`src/rtl/pmu_quota_scheduler_if.sv`:
```
// Bus bundle between the PMU counter/config side and the shared quota scheduler.
// The scheduler takes the slave view. The counter bank and config registers take the master view.
interface pmu_quota_scheduler_if #(
    parameter int unsigned REG_WIDTH  = 32,
    parameter int unsigned N_COUNTERS = 9,
    parameter int unsigned N_CORES    = 4
);
    localparam int unsigned CORE_W = (N_CORES > 1) ? $clog2(N_CORES) : 1;

    logic                            softrst_i;
    logic                            en_i;
    logic [N_COUNTERS*REG_WIDTH-1:0] counter_value_i;
    logic [N_CORES*N_COUNTERS-1:0]   quota_mask_i;
    logic [N_CORES*REG_WIDTH-1:0]    quota_limit_i;
    logic [REG_WIDTH-1:0]            period_i;
    logic [N_CORES-1:0]              intr_ack_i;
    logic [N_CORES-1:0]              intr_quota_o;
    logic                            scan_done_o;
    logic [CORE_W-1:0]               cur_core_o;

    modport master (
        output softrst_i, en_i, counter_value_i, quota_mask_i, quota_limit_i,
               period_i, intr_ack_i,
        input  intr_quota_o, scan_done_o, cur_core_o
    );

    modport slave (
        input  softrst_i, en_i, counter_value_i, quota_mask_i, quota_limit_i,
               period_i, intr_ack_i,
        output intr_quota_o, scan_done_o, cur_core_o
    );
endinterface

```
`src/rtl/pmu_quota_scheduler.sv`:
```
// Time-shared PMU quota checker: round-robin sums each core's masked counters and compares them against that core's limit.
// Sticky per-core interrupts are cleared by acknowledge or by the replenish-period timer.
module pmu_quota_scheduler #(
    parameter int unsigned REG_WIDTH  = 32,
    parameter int unsigned N_COUNTERS = 9,
    parameter int unsigned N_CORES    = 4
) (
    input logic                  clk_i,
    input logic                  rstn_i,
    pmu_quota_scheduler_if.slave bus
);
    localparam int unsigned SUM_WIDTH = REG_WIDTH + $clog2(N_COUNTERS);
    localparam int unsigned CORE_W    = (N_CORES > 1) ? $clog2(N_CORES) : 1;
    localparam int unsigned CNT_W     = (N_COUNTERS > 1) ? $clog2(N_COUNTERS) : 1;

    typedef enum logic [1:0] {
        S_IDLE,
        S_CLEAR,
        S_ACCUM,
        S_COMPARE
    } state_t;

    state_t                state_q;
    logic [CORE_W-1:0]     cur_core_q;
    logic [CNT_W-1:0]      cnt_idx_q;
    logic [SUM_WIDTH-1:0]  sum_q;
    logic [REG_WIDTH-1:0]  timer_q;
    logic [N_COUNTERS-1:0] mask_snap_q;
    logic [N_CORES-1:0]    intr_q;
    logic                  scan_done_q;

    logic [REG_WIDTH-1:0]  cnt_arr  [N_COUNTERS];
    logic [N_COUNTERS-1:0] mask_arr [N_CORES];
    logic [REG_WIDTH-1:0]  lim_arr  [N_CORES];

    // Unflatten the bus vectors so they can be indexed by the scan indices.
    for (genvar k = 0; k < N_COUNTERS; k++) begin : g_cnt
        assign cnt_arr[k] = bus.counter_value_i[k*REG_WIDTH +: REG_WIDTH];
    end
    for (genvar c = 0; c < N_CORES; c++) begin : g_core
        assign mask_arr[c] = bus.quota_mask_i[c*N_COUNTERS +: N_COUNTERS];
        assign lim_arr[c]  = bus.quota_limit_i[c*REG_WIDTH +: REG_WIDTH];
    end

    logic                 replen_c;
    logic                 mask_chg_c;
    logic                 last_cnt_c;
    logic                 last_core_c;
    logic                 over_c;
    logic [N_CORES-1:0]   core_bit_c;
    logic [SUM_WIDTH-1:0] addend_c;

    // >= rather than == so a period shrunk below the running timer fires on the next edge.
    assign replen_c    = bus.en_i && (bus.period_i != '0) &&
                         (timer_q >= (bus.period_i - REG_WIDTH'(1)));
    assign mask_chg_c  = ((state_q == S_ACCUM) || (state_q == S_COMPARE)) &&
                         (mask_arr[cur_core_q] != mask_snap_q);
    assign last_cnt_c  = (cnt_idx_q == CNT_W'(N_COUNTERS - 1));
    assign last_core_c = (cur_core_q == CORE_W'(N_CORES - 1));
    assign over_c      = (sum_q > SUM_WIDTH'(lim_arr[cur_core_q]));
    assign core_bit_c  = N_CORES'(1) << cur_core_q;
    assign addend_c    = mask_snap_q[cnt_idx_q] ? SUM_WIDTH'(cnt_arr[cnt_idx_q]) : '0;

    always_ff @(posedge clk_i or negedge rstn_i) begin
        if (!rstn_i) begin
            state_q     <= S_IDLE;
            cur_core_q  <= '0;
            cnt_idx_q   <= '0;
            sum_q       <= '0;
            timer_q     <= '0;
            mask_snap_q <= '0;
            intr_q      <= '0;
            scan_done_q <= 1'b0;
        end else if (bus.softrst_i) begin
            state_q     <= S_IDLE;
            cur_core_q  <= '0;
            cnt_idx_q   <= '0;
            sum_q       <= '0;
            timer_q     <= '0;
            mask_snap_q <= '0;
            intr_q      <= '0;
            scan_done_q <= 1'b0;
        end else begin
            scan_done_q <= 1'b0;
            intr_q      <= intr_q & ~bus.intr_ack_i;

            if (bus.en_i && (bus.period_i != '0)) begin
                timer_q <= replen_c ? '0 : timer_q + REG_WIDTH'(1);
            end

            // Replenish overrides the scan, compare result and acknowledge alike.
            if (replen_c) begin
                intr_q     <= '0;
                cur_core_q <= '0;
                state_q    <= S_CLEAR;
            end else if (mask_chg_c) begin
                state_q <= S_CLEAR;
            end else begin
                unique case (state_q)
                    S_IDLE: begin
                        if (bus.en_i) state_q <= S_CLEAR;
                    end
                    S_CLEAR: begin
                        sum_q       <= '0;
                        cnt_idx_q   <= '0;
                        mask_snap_q <= mask_arr[cur_core_q];
                        state_q     <= S_ACCUM;
                    end
                    S_ACCUM: begin
                        sum_q <= sum_q + addend_c;
                        if (last_cnt_c) begin
                            state_q <= S_COMPARE;
                        end else begin
                            cnt_idx_q <= cnt_idx_q + CNT_W'(1);
                        end
                    end
                    S_COMPARE: begin
                        // A same-cycle set outranks the acknowledge for this core.
                        if (over_c) intr_q <= (intr_q & ~bus.intr_ack_i) | core_bit_c;
                        if (last_core_c) begin
                            scan_done_q <= 1'b1;
                            cur_core_q  <= '0;
                        end else begin
                            cur_core_q <= cur_core_q + CORE_W'(1);
                        end
                        state_q <= bus.en_i ? S_CLEAR : S_IDLE;
                    end
                    default: state_q <= S_IDLE;
                endcase
            end
        end
    end

    assign bus.intr_quota_o = intr_q;
    assign bus.scan_done_o  = scan_done_q;
    assign bus.cur_core_o   = cur_core_q;
endmodule

```
`src/flat_wrapper.sv`:
```
// flat-port wrapper written by rule: the top's interface ports become plain ports
module pmu_quota_scheduler_flat 
#(
    parameter int unsigned REG_WIDTH  = 32,
    parameter int unsigned N_COUNTERS = 9,
    parameter int unsigned N_CORES    = 4
)
  (clk_i, rstn_i, bus_softrst_i, bus_en_i, bus_counter_value_i, bus_quota_mask_i, bus_quota_limit_i, bus_period_i, bus_intr_ack_i, bus_intr_quota_o, bus_scan_done_o, bus_cur_core_o);
  pmu_quota_scheduler_if #(.REG_WIDTH(REG_WIDTH), .N_COUNTERS(N_COUNTERS), .N_CORES(N_CORES)) bus_i ();
  input logic clk_i;
  input logic rstn_i;
  input wire logic [$bits(bus_i.softrst_i)-1:0] bus_softrst_i;
  input wire logic [$bits(bus_i.en_i)-1:0] bus_en_i;
  input wire logic [$bits(bus_i.counter_value_i)-1:0] bus_counter_value_i;
  input wire logic [$bits(bus_i.quota_mask_i)-1:0] bus_quota_mask_i;
  input wire logic [$bits(bus_i.quota_limit_i)-1:0] bus_quota_limit_i;
  input wire logic [$bits(bus_i.period_i)-1:0] bus_period_i;
  input wire logic [$bits(bus_i.intr_ack_i)-1:0] bus_intr_ack_i;
  output wire logic [$bits(bus_i.intr_quota_o)-1:0] bus_intr_quota_o;
  output wire logic [$bits(bus_i.scan_done_o)-1:0] bus_scan_done_o;
  output wire logic [$bits(bus_i.cur_core_o)-1:0] bus_cur_core_o;
  assign bus_i.softrst_i = bus_softrst_i;
  assign bus_i.en_i = bus_en_i;
  assign bus_i.counter_value_i = bus_counter_value_i;
  assign bus_i.quota_mask_i = bus_quota_mask_i;
  assign bus_i.quota_limit_i = bus_quota_limit_i;
  assign bus_i.period_i = bus_period_i;
  assign bus_i.intr_ack_i = bus_intr_ack_i;
  assign bus_intr_quota_o = bus_i.intr_quota_o;
  assign bus_scan_done_o = bus_i.scan_done_o;
  assign bus_cur_core_o = bus_i.cur_core_o;
  pmu_quota_scheduler #(.REG_WIDTH(REG_WIDTH), .N_COUNTERS(N_COUNTERS), .N_CORES(N_CORES)) u_core (.clk_i(clk_i), .rstn_i(rstn_i), .bus(bus_i));
endmodule
```
`config.mk`:
```
export PLATFORM = sky130hd
export DESIGN_NAME = pmu_quota_scheduler_flat
export DESIGN_NICKNAME = d
export VERILOG_FILES = /design/src/rtl/pmu_quota_scheduler_if.sv /design/src/rtl/pmu_quota_scheduler.sv /design/src/flat_wrapper.sv
export SDC_FILE = /design/constraint.sdc
export NUM_CORES = 1
export LEC_CHECK = 0
export BUFFER_PORTS_ARGS = -buffer_cell sky130_fd_sc_hd__buf_2
export CORE_AREA = 2 2 194 196
export CTS_CLUSTER_SIZE = 24
export DETAILED_ROUTE_END_ITERATION = 16
export DIE_AREA = 0 0 196 198
export PLACE_DENSITY = 0.64
export RECOVER_POWER = 25
export SYNTH_ARGS = -nofsm -noshare
export SYNTH_HDL_FRONTEND = slang
export SYNTH_SLANG_ARGS = --single-unit
```
`constraint.sdc`:
```
create_clock -name clk_i -period 5.2 [get_ports clk_i]
set_input_delay 0.26 -clock clk_i [delete_from_list [all_inputs] [get_ports clk_i]]
set_output_delay 0.26 -clock clk_i [all_outputs]
set_load 0.01 [all_outputs]
```
# Word level (Yosys, flattened, before mapping)
# Cells that the tools add are included.
# Widths: inputs -> output; s select.
# totals
output_inout_bits,7
mem_count,0
latchBits,0
mem_bits_rw,0
ff_bits,90
mem_bits_ro,0
# op_classes
bitwise_logic,5
shift,1
order_cmp,5
eq_ne,12
mux,50
n_reduce_logical,15
mul,0
div,0
n_addsub,5
# ops
cell,n
$mux 32,8
$bmux 32 s4,1
$mux 36,3
$pmux 36 s2,1
$bmux 32 s2,1
$mux 9,6
$add 36x36->36,1
$gt 36x32->1,1
$mux 4,9
$add 32x1->32 const B,1
$ge 32x32->1,1
$reduce_bool 32->1,1
$sub 32x1->32 const B,1
$mux 2,10
$bmux 9 s2,1
$ne 9x9->1,1
$pmux 2 s4,1
$pmux 4 s2,1
$mux 1,7
$eq 2x2->1 const B,3
$reduce_and 3->1,2
$reduce_bool 3->1,2
$ge 5x5->1 const B,1
$lt 4x5->1 const B,1
23 further kinds,28

# Depth between registers and ports, before layout
# Gate-level depths: netlist of run 1.
# logic_depth
depth_word,10
depth_mapped,21
mapped_depth_nobuf,18

# Worst setup path before layout of run 1
# OpenSTA, ideal clock, no wires.
# synth_timing
kind,register -> register
from,reg u_core.cnt_idx_q[0]
to,reg u_core.sum_q[35]
path_slack_ns,0.552
arrival_ns,4.524
path_stages_with_launch,18
synth_period_minus_slack_ns,4.648
path_buffers,2
cell_sequence,dfrtp_1 clkbuf_1 buf_1 mux4_2 mux2i_1 nor2_1 a21oi_1 nor2_1 ha_1 a211oi_1 o21ai_0 a211oi_1 o31ai_1 a21oi_1 nor2_1 a2111oi_0 nor4b_1 a211o_1
# synth_between
elab_chain_cells,10
word_cells_on_any_way,12
# synth_rtl
element,line,rtl
from (decl),pmu_quota_scheduler.sv:25,logic [CNT_W-1:0] cnt_idx_q;
from (signal assigned),pmu_quota_scheduler.sv:114,cnt_idx_q <= cnt_idx_q + CNT_W'(1);
$not 4->5 (not written as such),pmu_quota_scheduler.sv:62,assign addend_c = mask_snap_q[cnt_idx_q] ? SUM_WIDTH'(cnt_arr[cnt_idx_q]) : '0;
$bmux 32 s4,pmu_quota_scheduler.sv:62,
$mux 32 (not written as such) (2 in series),pmu_quota_scheduler.sv:62,
$mux 32 (*),pmu_quota_scheduler.sv:62,
$add 36x36->36 (*),pmu_quota_scheduler.sv:110,sum_q <= sum_q + addend_c;
$pmux 36 s2 (*),pmu_quota_scheduler.sv:99,unique case (state_q)
$mux 36 (*),pmu_quota_scheduler.sv:96,end else if (mask_chg_c) begin
$mux 36 (*),pmu_quota_scheduler.sv:92,if (replen_c) begin
$mux 36 (*),pmu_quota_scheduler.sv:74,end else if (bus.softrst_i) begin
to (signal assigned),pmu_quota_scheduler.sv:110,
to (decl),pmu_quota_scheduler.sv:26,logic [SUM_WIDTH-1:0] sum_q;
# Mark *: on every way between the ends. The rest lies on a longest branch, timed or not. The select of a mux whose other input is x is not followed.
# A chain may end at the register's enable or synchronous reset.

# Worst setup path after layout of run 1
# Ends and elaborated chain as after synthesis.

==> reports/results.tsv, run 1 <==
stage	metric	value	unit
run_status	outcome	complete, but fails checks	
run_status	failing checks	max-capacitance violations, max-slew violations	
grt	largest net degree at the start of global routing	61	
yosys	simple-gate area share of the yosys netlist	16.4	%
finish	layout cell share with drive strength beyond 1	39.1	%
cts	postcts setup bufs	0	
cts	Root Buffer	clkbuf_16	
yosys	register area share after synthesis	19.9	%
min_path	hold_sp	bus_intr_ack_i[3]	
finish	utilization after layout	40.0	%
drt	Met1 Wirelength	19200	µm
power	Power Density	159	nW/µm²
yosys	largest cells by area after synthesis	mux4_2 (21%), dfrtp_1 (20%), ha_1 (12%), nor2_1 (4.8%), mux2i_1 (4.1%)	
worst_setup_path	Crit Path Class	flip-flop to flip-flop	
yosys	largest area contributor in the netlist	mux4_2	
drt	# DRC	0	
timing	part of the cycle the worst path needs	90.6	%
yosys	fraction of registers with async set/reset	100	%
timing	Hold Slack	0.186	ns
power	total power	2.35	mW
floorplan	Die Span Y	198	µm
drt	top routing layer used	met5	
yosys	Yosys reg bits	90	
drt	Final ANT Viol Nets	0	
place	Setup Slack @ Placement	0.370	ns
worst_setup_path	Critical Path RT	5.44	ns
grt	global-route usage over all layers	23.5	%
drt	drt via density	5.29	
yosys	YS warnings	0	
timing	Worst Setup Slack, final	0.490	ns
floorplan	io pins	499	
cts	CTS tree	yes	
yosys	largest family of logic cells by synthesized area	multiplexers	
drt	Vias	11556	
yosys	synthesized instance count	1224	
worst_setup_path	Startpoint Class	flip-flop	
worst_setup_path	Worst Path Arrival	4.95	ns
floorplan	initial core utilization	30.7	%
timing	Worst Max-Slew Pin Slew	3.50	ns
worst_setup_path	crit end category	flip-flop	
flow_run	max_cap viols	1	
yosys	Syn Area/Cell	9.27	µm²
worst_setup_path	reg-to-reg slack, setup	0.49	ns
place	cell count after placement	2162	
yosys	post-synthesis cell type count	70	
worst_setup_path	FF-to-FF Start	u_core.cnt_idx_q[0]$_DFFE_PN0P_	
place	Area after DPL	14400	µm²
yosys	top-count cell post-synth	nor2_1	
floorplan	num rows	71	
drt	final WL	46100	µm
grt	vias in the first global route	11602	
cts	Clock Path Buffers	2	
timing	setup TNS	0	ns
place	gpl congestion	0.978	
finish	Nets	2301	
timing	Final Hold Vio Count	0	
finish	fin cells	2186	
cts	Inserted Clock Buffers	9	
cts	clock sink count	90	
place	dpl hpwl	39800	µm
yosys	Cell Area, Synth	11300	µm²
drt	Pre-antenna DRT Iters	6	
cts	CTS H-tree lvls	3	
yosys	compound-cell area share of the yosys netlist	13.9	%
worst_setup_path	CP startpoint	u_core.cnt_idx_q[0]$_DFFE_PN0P_	
yosys	mux cell area share after synthesis	25.4	%
floorplan	Core ar.	37000	µm²
yosys	Post-synth EDFFs	0	
drt	WL met2	23600	µm
timing	Setup violations, final	0	
yosys	Synth Area in Adders	12.2	%
finish	Area Overhead vs Synth	30.2	%
timing	clock skew	0.0119	ns
yosys	Top FF cell, synth	dfrtp_1	
grt	first-pass GRT wire length	68800	µm
floorplan	Die X	196	µm
timing	Fmax achieved	212	MHz
power	Peak VDD IR	0.114	mV
yosys	Synth top area share	21.2	%
yosys	list of most frequent post-synthesis cells	nor2_1 (144), ha_1 (109), mux4_2 (107), dfrtp_1 (90), inv_1 (84)	
timing	RSZ-0062 raised after global routing	no	
place	PortBufs	498	
finish	final instance area	14800	µm²
cts	clock insertion delay at the later pin of the skew report	0.36	ns
timing	Final min period	4.71	ns
drt	Routed met3 length	2530	µm
timing	Final Max Slew Viols	61	
floorplan	Die Area	38800	µm²
drt	wire per inst	21.1	µm
worst_setup_path	critical path peak fanout	37	
power	Leak	7.07	nW
grt	antenna violations before repair	16	
yosys	Post-Synth XOR/XNOR Area	7.03	%
grt	gr ovfl total	0	
cts	Clock transition at path regs	0.08	ns
min_path	min-delay worst type	input port to flip-flop	
drt	1st-iter DRT viols	787	
yosys	Post-Syn Nets	1826	
timing	Rel. slew slack	-133	%
[critical path: stages, from the launching register on]
cell and delay [ns]:
dfrtp_4 0.50, buf_12 0.29, buf_4 0.28, mux4_2 0.52, mux2i_1 0.14, nor2_1 0.05, a21oi_1 0.13, nor2_1 0.07
ha_1 0.37, a21oi_1 0.18, o21ai_0 0.14, a211oi_1 0.38, o31ai_1 0.21, a21oi_2 0.28, nor2_1 0.08, a2111oi_0 0.41
buf_4 0.20, nor4b_1 0.05, a211o_1 0.23
[timing repair]
action | in CTS | in global routing
hold buffers | 0 | 0
resized for setup | 0 | 1
endpoints found under the setup margin | 0 | 1
[layout make-up]
class                      count  area, µm²
antenna                        8       20.0
clock buffer                   9        225
clock inverter                 7       83.8
fill                        3749      22200
inverter                      84        315
multi-input combinational    988       8520
sequential                    90       2270
tap                          474        593
timing repair buffer         526       2740
[placed cells by master (no fill, tap or decap), types with 6 or more instances in the layout]
| master | Yosys | routed |
|---|---|---|
| or3_1 | 6 | 6 |
| diode_2 | 0 | 8 |
| nand3_1 | 47 | 47 |
| buf_4 | 4 | 25 |
| nor3_1 | 24 | 24 |
| xor2_1 | 47 | 47 |
| a21o_1 | 32 | 32 |
| nor2b_1 | 12 | 12 |
| o21ai_1 | 24 | 24 |
| nor3b_1 | 6 | 6 |
| o21ai_0 | 30 | 30 |
| a21oi_1 | 83 | 81 |
| buf_2 | 15 | 497 |
| o211ai_1 | 6 | 6 |
| mux4_2 | 107 | 107 |
| xnor2_1 | 44 | 44 |
| ha_1 | 109 | 109 |
| nor4_1 | 14 | 14 |
| nor2_1 | 144 | 144 |
| a211oi_1 | 9 | 9 |
| nand2b_1 | 6 | 6 |
| dfrtp_1 | 90 | 85 |
| and3_1 | 9 | 9 |
| a22o_1 | 9 | 9 |
| mux2i_1 | 46 | 46 |
| nand2_1 | 71 | 71 |
| clkbuf_16 | 0 | 9 |
| nand4_1 | 22 | 22 |
| o21a_1 | 8 | 8 |
| inv_1 | 84 | 84 |
[cell families (layout without fill, tap and decap cells)]
kind of cell / Yosys count / count (layout)
simple gates: 388 / 388
compound gates: 245 / 245
mux: 154 / 154
buf+inv: 146 / 626
fa+ha+maj: 110 / 110
xor+xnor: 91 / 91
flops: 90 / 90
other cells: 0 / 8
[power breakdown]
part           internal (mW)  leakage (nW)  switching, mW  total [mW]
sequential             0.733          1.23         0.0388       0.772
combinational          0.425          5.68          0.478       0.903
clock                  0.345         0.151          0.333       0.678
total                   1.50          7.07          0.851        2.35
[sequential cells by signal (all words and copies together) (netlist names)]
register                 count
u_core.sum_q                36
u_core.timer_q              32
u_core.mask_snap_q           9
u_core.bus.intr_quota_o      4
u_core.cnt_idx_q             4
u_core.bus.cur_core_o        2
u_core.state_q               2
u_core.bus.scan_done_o       1
[path summary, 6_finish.rpt]
kind,endpoint,cells after the start
max,u_core.sum_q[35]$_DFFE_PN0P_,18
min reg2reg,u_core.sum_q[32]$_DFFE_PN0P_,1
max in group asynchronous,u_core.cnt_idx_q[1]$_DFFE_PN0P_,1
max reg2reg,u_core.sum_q[35]$_DFFE_PN0P_,18
min in group asynchronous,u_core.sum_q[20]$_DFFE_PN0P_,1
min,u_core.bus.intr_quota_o[3]$_DFF_PN0_,3
[metal layers]
metal  vias up  GRT usage [%]
met5         -              0
met4         4           6.65
met3        54           2.79
met2       402           41.9
met1      5566           29.9
li1       5530              -
(Power assumes the default switching activity.)
==> run 2: changes to the inputs <==
CORE_AREA = 2 2 193 195   (was 2 2 194 196)
DIE_AREA = 0 0 195 197   (was 0 0 196 198)
PLACE_DENSITY = 0.67   (was 0.64)
SLEW_MARGIN = 20   (was default)
clock period = 3.9 ns   (was 5.2 ns; I/O delays follow)
==> run 2 against run 1 <==
  * The flow finishes with violations (max-capacitance violations, max-slew violations, negative setup slack)
  * Cell count grew 8.3%
  * Sequential share of layout area shrank 2.0 points
  * Fmax grew 12%
  * Count of clock-buffer cells in the layout is the same
  * Global-route usage grew 0.94 points
  * Total power grew 54%
  * Combinational power grew 88%
  * Sequential power grew 32%
  * Wire length grew 6.7%
==> reports/results.tsv, run 2 (synthesis gave the netlist of run 1 again) <==
stage	metric	value	unit
run_status	outcome	complete, but fails checks	
run_status	failing checks	max-capacitance violations, max-slew violations, negative setup slack	
floorplan	Core ar.	36300	µm²
power	Power Density	213	nW/µm²
timing	clock skew	0.0152	ns
floorplan	Die X	195	µm
finish	Area Overhead vs Synth	49.9	%
finish	Top reg by flops	u_core.sum_q	
cts	Clock Path Buffers	2	
cts	CTS H-tree lvls	3	
timing	setup TNS	-6.17	ns
finish	max reg flops	36	
cts	clock sink count	90	
worst_setup_path	FF-to-FF Start	u_core.cnt_idx_q[0]$_DFFE_PN0P_	
worst_setup_path	Critical Path RT	4.14	ns
timing	part of the cycle the worst path needs	108	%
min_path	hold_sp	bus_intr_ack_i[0]	
floorplan	Die Span Y	197	µm
grt	gr ovfl total	0	
finish	leading cell type in the layout, fill and taps excluded	buf_2	
worst_setup_path	crit end category	flip-flop	
cts	hold_buf cts	0	
place	dpl hpwl	41200	µm
floorplan	initial core utilization	31.3	%
power	total power	3.61	mW
worst_setup_path	Crit Path Class	flip-flop to flip-flop	
finish	most frequent cells in the layout	buf_2 (495), buf_4 (176), nor2_1 (134)	
drt	Pre-antenna DRT Iters	5	
finish	layout cell share with drive strength beyond 1	49.7	%
drt	Vias	12569	
place	Area after DPL	15600	µm²
grt	largest net degree at the start of global routing	68	
timing	Setup violations, final	42	
grt	first-pass GRT wire length	71200	µm
finish	final instance area	17000	µm²
cts	clock insertion delay at the later pin of the skew report	0.36	ns
worst_setup_path	Startpoint Class	flip-flop	
cts	CTS tree	yes	
timing	Worst Setup Slack, final	-0.304	ns
drt	# DRC	0	
cts	Root Buffer	clkbuf_16	
place	gpl congestion	1.00	
power	Peak VDD IR	0.231	mV
floorplan	num rows	70	
finish	Nets	2488	
min_path	min-delay worst type	input port to flip-flop	
drt	drt via density	5.31	
drt	1st-iter DRT viols	730	
timing	Fmax achieved	238	MHz
drt	Final ANT Viol Nets	0	
place	PortBufs	498	
power	Leak	8.18	nW
grt	antenna violations before repair	26	
floorplan	Die Area	38400	µm²
timing	Final Max Slew Viols	68	
cts	Clock transition at path regs	0.08	ns
finish	biggest regs	u_core.sum_q x36, u_core.timer_q x32, u_core.mask_snap_q x9	
place	Setup Slack @ Placement	-0.500	ns
timing	RSZ-0062 raised after global routing	yes	
timing	Final min period	4.20	ns
grt	vias in the first global route	12621	
timing	Worst Max-Slew Pin Slew	1.82	ns
worst_setup_path	CP startpoint	u_core.cnt_idx_q[0]$_DFFE_PN0P_	
drt	final WL	49200	µm
worst_setup_path	Worst Path Arrival	4.45	ns
grt	global-route usage over all layers	24.5	%
floorplan	io pins	499	
cts	Inserted Clock Buffers	9	
timing	Rel. slew slack	-21.2	%
flow_run	max_cap viols	1	
timing	Final Hold Vio Count	0	
worst_setup_path	critical path peak fanout	12	
drt	wire per inst	20.8	µm
## run 2: cell count changes in the layout (fill, tap and decap cells not counted), sizes merged
| cell | previous run | this run |
|---|---|---|
| clkbuf | 10 | 12 |
| clkinvlp | 0 | 1 |
| diode | 8 | 9 |
| buf | 525 | 710 |
| clkinv | 4 | 3 |
## run 2: final cells by class
| type | count | area [µm²] |
|---|---|---|
| fillers | 3508 | 19300 |
| repair buffers | 713 | 4480 |
| clock inverters | 7 | 72.6 |
| diodes | 9 | 22.5 |
| inverters | 84 | 315 |
| multi-input cells | 988 | 9030 |
| well taps | 468 | 586 |
| clock buffers | 9 | 225 |
| flip-flops and latches | 90 | 2270 |
## run 2: metal layers
metal  routed length (µm)  track usage (%)  vias up
li1                     -                -     5908
met1                19900             29.9     6088
met2                24900             43.9      469
met3                 2700             3.75       92
met4                 1550             8.17       12
met5                   81                0        -
## run 2: stage by stage
step           cells  hold WS [ns]  util (%)
6_report        2368         0.133      46.9
5_1_grt         2368         0.131      46.9
4_1_cts         2340       0.00189      45.4
3_5_place_dp    2295         0.380      43.1
3_3_place_gp    2295         0.374      43.1
2_1_floorplan   1224        -0.101         -
## run 2: worst max-delay path, stage by stage, from the launching register on
cell and delay [ns]:
dfrtp_4 0.51, buf_12 0.15, buf_12 0.14, buf_4 0.14, buf_12 0.14, buf_4 0.13, mux4_2 0.40, mux2i_1 0.17
nor2_1 0.11, a21oi_1 0.13, nor2_1 0.06, ha_1 0.32, and3_1 0.25, a221o_1 0.34, a21oi_2 0.21, nor2_1 0.09
a2111oi_2 0.31, buf_4 0.19, nor4b_1 0.05, a211o_1 0.22
## run 2: worst paths after layout
path | end | slack, ns | cells after the start
max | u_core.sum_q[35]$_DFFE_PN0P_ | -0.30 | 19
min | u_core.bus.intr_quota_o[0]$_DFF_PN0_ | 0.13 | 3
max reg2reg | u_core.sum_q[35]$_DFFE_PN0P_ | -0.30 | 19
min reg2reg | u_core.sum_q[32]$_DFFE_PN0P_ | 0.54 | 1
max in group asynchronous | u_core.cnt_idx_q[0]$_DFFE_PN0P_ | 2.34 | 2
min in group asynchronous | u_core.sum_q[15]$_DFFE_PN0P_ | 0.33 | 1
## run 2: repair_timing
| item | 4_1_cts | 5_1_grt |
|---|---|---|
| setup endpoints to repair | 48 | 89 |
| pin swaps | 56 | 51 |
| cloned | 3 | 3 |
| gates resized for setup | 71 | 74 |
| buffers inserted | 26 | 18 |
| endpoints found under the hold margin | 0 | 0 |
## run 2: report_power, final
group,total [mW],switching [mW],internal (mW)
logic,1.70,0.817,0.881
registers,1.02,0.0463,0.977
clock network,0.893,0.441,0.452
total,3.61,1.30,2.31
==> run 3: changes to the inputs <==
ABC_AREA = 1   (was default)
CORE_AREA = 2 2 192 194   (was 2 2 193 195)
DIE_AREA = 0 0 194 196   (was 0 0 195 197)
PLACE_DENSITY = 0.73   (was 0.67)
==> run 3 against run 2 <==
  * The run ends with max-capacitance violations, max-slew violations left
  * Cell count rose by 33%
  * Combinational power rose by 33%
  * Register-to-register slack better by 0.56 ns
  * Synthesized area increased by 16%
  * Wire length grew 14%
  * Critical path depth rose by 1
  * First-iteration DRC count is 87% higher
  * Sequential share of layout area grew 0.31 points
  * Clock skew is 0.0053 ns lower
  * Count of clock-buffer cells in the layout increased by 1
  * Critical endpoint unchanged
  * Highest routed layer unchanged
==> reports/results.tsv, run 3 <==
stage	metric	value	unit
worst_setup_path	CP startpoint	u_core.cnt_idx_q[0]$_DFFE_PN0P_	
yosys	Top FF cell, synth	dfrtp_1	
yosys	Syn Area/Cell	5.89	µm²
finish	layout cell share with drive strength beyond 1	23.2	%
worst_setup_path	CP Cell Sequence	clkinv_2, buf_4, o21ai_0, o22ai_1, o211ai_1, o21ai_0, nand2_1, inv_1, ha_1, nand2_1, nor2_1, nand2_1, nor2_1, nand3_1, nand3_1, nand2_1, nand3_1, nor2_1, nand2_1, nand2_1	
yosys	Yosys reg bits	90	
drt	Pre-antenna DRT Iters	5	
finish	leading cell type in the layout, fill and taps excluded	nand2_1	
place	Area after DPL	16200	µm²
drt	# DRC	0	
drt	final WL	56300	µm
worst_setup_path	Critical-path top delay cell	dfrtp_4	
cts	Clock Path Buffers	2	
timing	Worst Max-Slew Pin Slew	1.80	ns
grt	global-route usage over all layers	28.5	%
timing	Hold Slack	0.0951	ns
timing	Final Hold Vio Count	0	
grt	first-pass GRT wire length	86200	µm
place	gpl congestion	1.06	
grt	vias in the first global route	15941	
cts	Clock transition at path regs	0.07	ns
floorplan	Die Area	38000	µm²
run_status	failing checks	max-capacitance violations, max-slew violations	
timing	RSZ-0062 raised after global routing	yes	
yosys	Post-Syn Nets	2832	
yosys	largest cells by area after synthesis	nand2_1 (18%), dfrtp_1 (17%), ha_1 (10%), nor2_1 (8.8%), o21ai_0 (7.3%)	
worst_setup_path	Crit Path Class	flip-flop to flip-flop	
yosys	largest area contributor in the netlist	nand2_1	
yosys	register area share after synthesis	17.2	%
finish	Area Overhead vs Synth	26.2	%
timing	Setup violations, final	0	
worst_setup_path	R2R depth	20	
drt	drt via density	5.27	
cts	hold_buf cts	0	
timing	Rel. slew slack	-20.3	%
finish	biggest regs	u_core.sum_q x36, u_core.timer_q x32, u_core.mask_snap_q x9	
yosys	YS warnings	0	
floorplan	initial core utilization	36.4	%
yosys	Post-synth EDFFs	0	
timing	Fmax achieved	274	MHz
min_path	hold path cells	3	
grt	antenna violations before repair	16	
floorplan	io pins	499	
timing	Final min period	3.65	ns
drt	wire per inst	17.8	µm
worst_setup_path	Worst setup endpoint	u_core.sum_q[35]$_DFFE_PN0P_	
worst_setup_path	crit end category	flip-flop	
floorplan	Die X	194	µm
power	Power Density	258	nW/µm²
power	Peak VDD IR	0.263	mV
floorplan	num rows	70	
worst_setup_path	critical path's largest stage delay	0.45	ns
timing	part of the cycle the worst path needs	93.5	%
cts	Inserted Clock Buffers	9	
worst_setup_path	critical path peak fanout	17	
run_status	outcome	complete, but fails checks	
worst_setup_path	reg-to-reg slack, setup	0.25	ns
worst_setup_path	Critical Path RT	4.15	ns
worst_setup_path	FF-to-FF Start	u_core.cnt_idx_q[0]$_DFFE_PN0P_	
finish	max reg flops	36	
yosys	Synth top area share	18.0	%
worst_setup_path	reg-to-reg critical path endpoint	u_core.sum_q[35]$_DFFE_PN0P_	
yosys	fraction of registers with async set/reset	100	%
finish	Nets	3276	
cts	CTS H-tree lvls	3	
yosys	synthesized instance count	2230	
cts	clock sink count	90	
finish	# fillers	3948	
yosys	list of most frequent post-synthesis cells	nand2_1 (631), nor2_1 (307), inv_1 (229), o21ai_0 (192), nand3_1 (139)	
grt	largest net degree at the start of global routing	87	
timing	setup TNS	0	ns
finish	final instance area	16600	µm²
place	dpl hpwl	46300	µm
floorplan	Die Span Y	196	µm
timing	Final Max Slew Viols	65	
drt	1st-iter DRT viols	1367	
drt	Final ANT Viol Nets	0	
floorplan	Core ar.	36100	µm²
power	total power	4.28	mW
finish	utilization after layout	45.9	%
worst_setup_path	Startpoint Class	flip-flop	
min_path	min-delay worst type	input port to flip-flop	
yosys	Cell Area, Synth	13100	µm²
timing	clock skew	0.00994	ns
cts	Root Buffer	clkbuf_16	
cts	clock insertion delay at the later pin of the skew report	0.36	ns
finish	Top reg by flops	u_core.sum_q	
grt	gr ovfl total	0	
place	PortBufs	498	
worst_setup_path	Worst Path Arrival	3.90	ns
worst_setup_path	most used cell, CP	nand2_1	
drt	Vias	16656	
cts	CTS tree	yes	
flow_run	max_cap viols	1	
finish	most frequent cells in the layout	nand2_1 (631), buf_2 (497), nor2_1 (307)	
power	Leak	9.24	nW
yosys	top-count cell post-synth	nand2_1	
yosys	post-synthesis cell type count	50	
[run 3: changes by cell type after synthesis, sizes merged, moves of 26 or more]
cell,delta
o21ai,+140
nand2,+565
o221ai,+51
a21o,-26
mux2i,-46
mux4,-107
clkbuf,+49
inv,+147
xnor2,-37
nand3,+104
nor2,+170
a32o,+30
[run 3: final cells by class]
cell class | count | area (µm²) | area share (%)
Timing Repair Buffer | 538 | 2920 | 17.6
Tap cell | 468 | 586 | 3.53
Sequential cell | 90 | 2260 | 13.6
Multi-Input combinational cell | 1802 | 9590 | 57.9
Clock buffer | 10 | 229 | 1.38
Inverter | 233 | 876 | 5.29
Antenna cell | 11 | 27.5 | 0.166
Clock inverter | 6 | 73.8 | 0.446
[run 3: layer usage]
layer	vias to the layer above	track usage, %	part of all wire (%)
li1	8319	-	-
met1	7662	37.2	44
met2	583	48.3	47
met3	86	5.16	6.8
met4	6	7.77	2.4
met5	-	0	0.082
[run 3: worst min path at each step]
stage,start,endpoint
final,bus_intr_ack_i[3],u_core.bus.intr_quota_o[3]$_DFF_PN0_
after global routing,bus_intr_ack_i[1],u_core.bus.intr_quota_o[1]$_DFF_PN0_
after floorplan,rstn_i,u_core.bus.cur_core_o[0]$_DFFE_PN0P_
after CTS,rstn_i,u_core.sum_q[11]$_DFFE_PN0P_
after global placement,rstn_i,u_core.sum_q[12]$_DFFE_PN0P_
after detailed placement,rstn_i,u_core.sum_q[13]$_DFFE_PN0P_
[run 3: where the power goes]
part | switching, mW | internal (mW) | total [mW]
clock network | 0.422 | 0.506 | 0.928
logic | 1.41 | 0.857 | 2.26
registers | 0.0842 | 1.00 | 1.09
[run 3: kinds of logic after synthesis]
kind of cell             share of synthesized area (%)
buffers and inverters                             10.1
flip-flops                                        17.2
adder cells (fa/ha/maj)                           10.5
XOR/XNOR                                          3.14
AND/OR/NAND/NOR                                   39.1
AO/OA/AOI/OAI                                     20.0
[run 3: through the flow]
stage / cells / setup WS (ns)
after detailed placement: 3128 / 0.124
after global placement: 3128 / 0.277
after CTS: 3144 / 0.262
final: 3158 / 0.254
after global routing: 3155 / -0.000827
after floorplan: 2230 / 0.701
[run 3: repair_timing]
item / in CTS / in global routing
setup buffers: 0 / 2
gates resized for setup: 0 / 11
endpoints found under the setup margin: 0 / 10
hold endpoints to repair: 0 / 0
[run 3: critical path, delay by kind of cell (launching register included)]
| family | cells | cell delay [ns] |
|---|---|---|
| adders and majority gates | 1 | 0.38 |
| buffers and inverters | 3 | 0.52 |
| and+or+nand+nor | 12 | 1.28 |
| DFF | 1 | 0.45 |
| AOI/OAI and AO/OA | 4 | 0.89 |
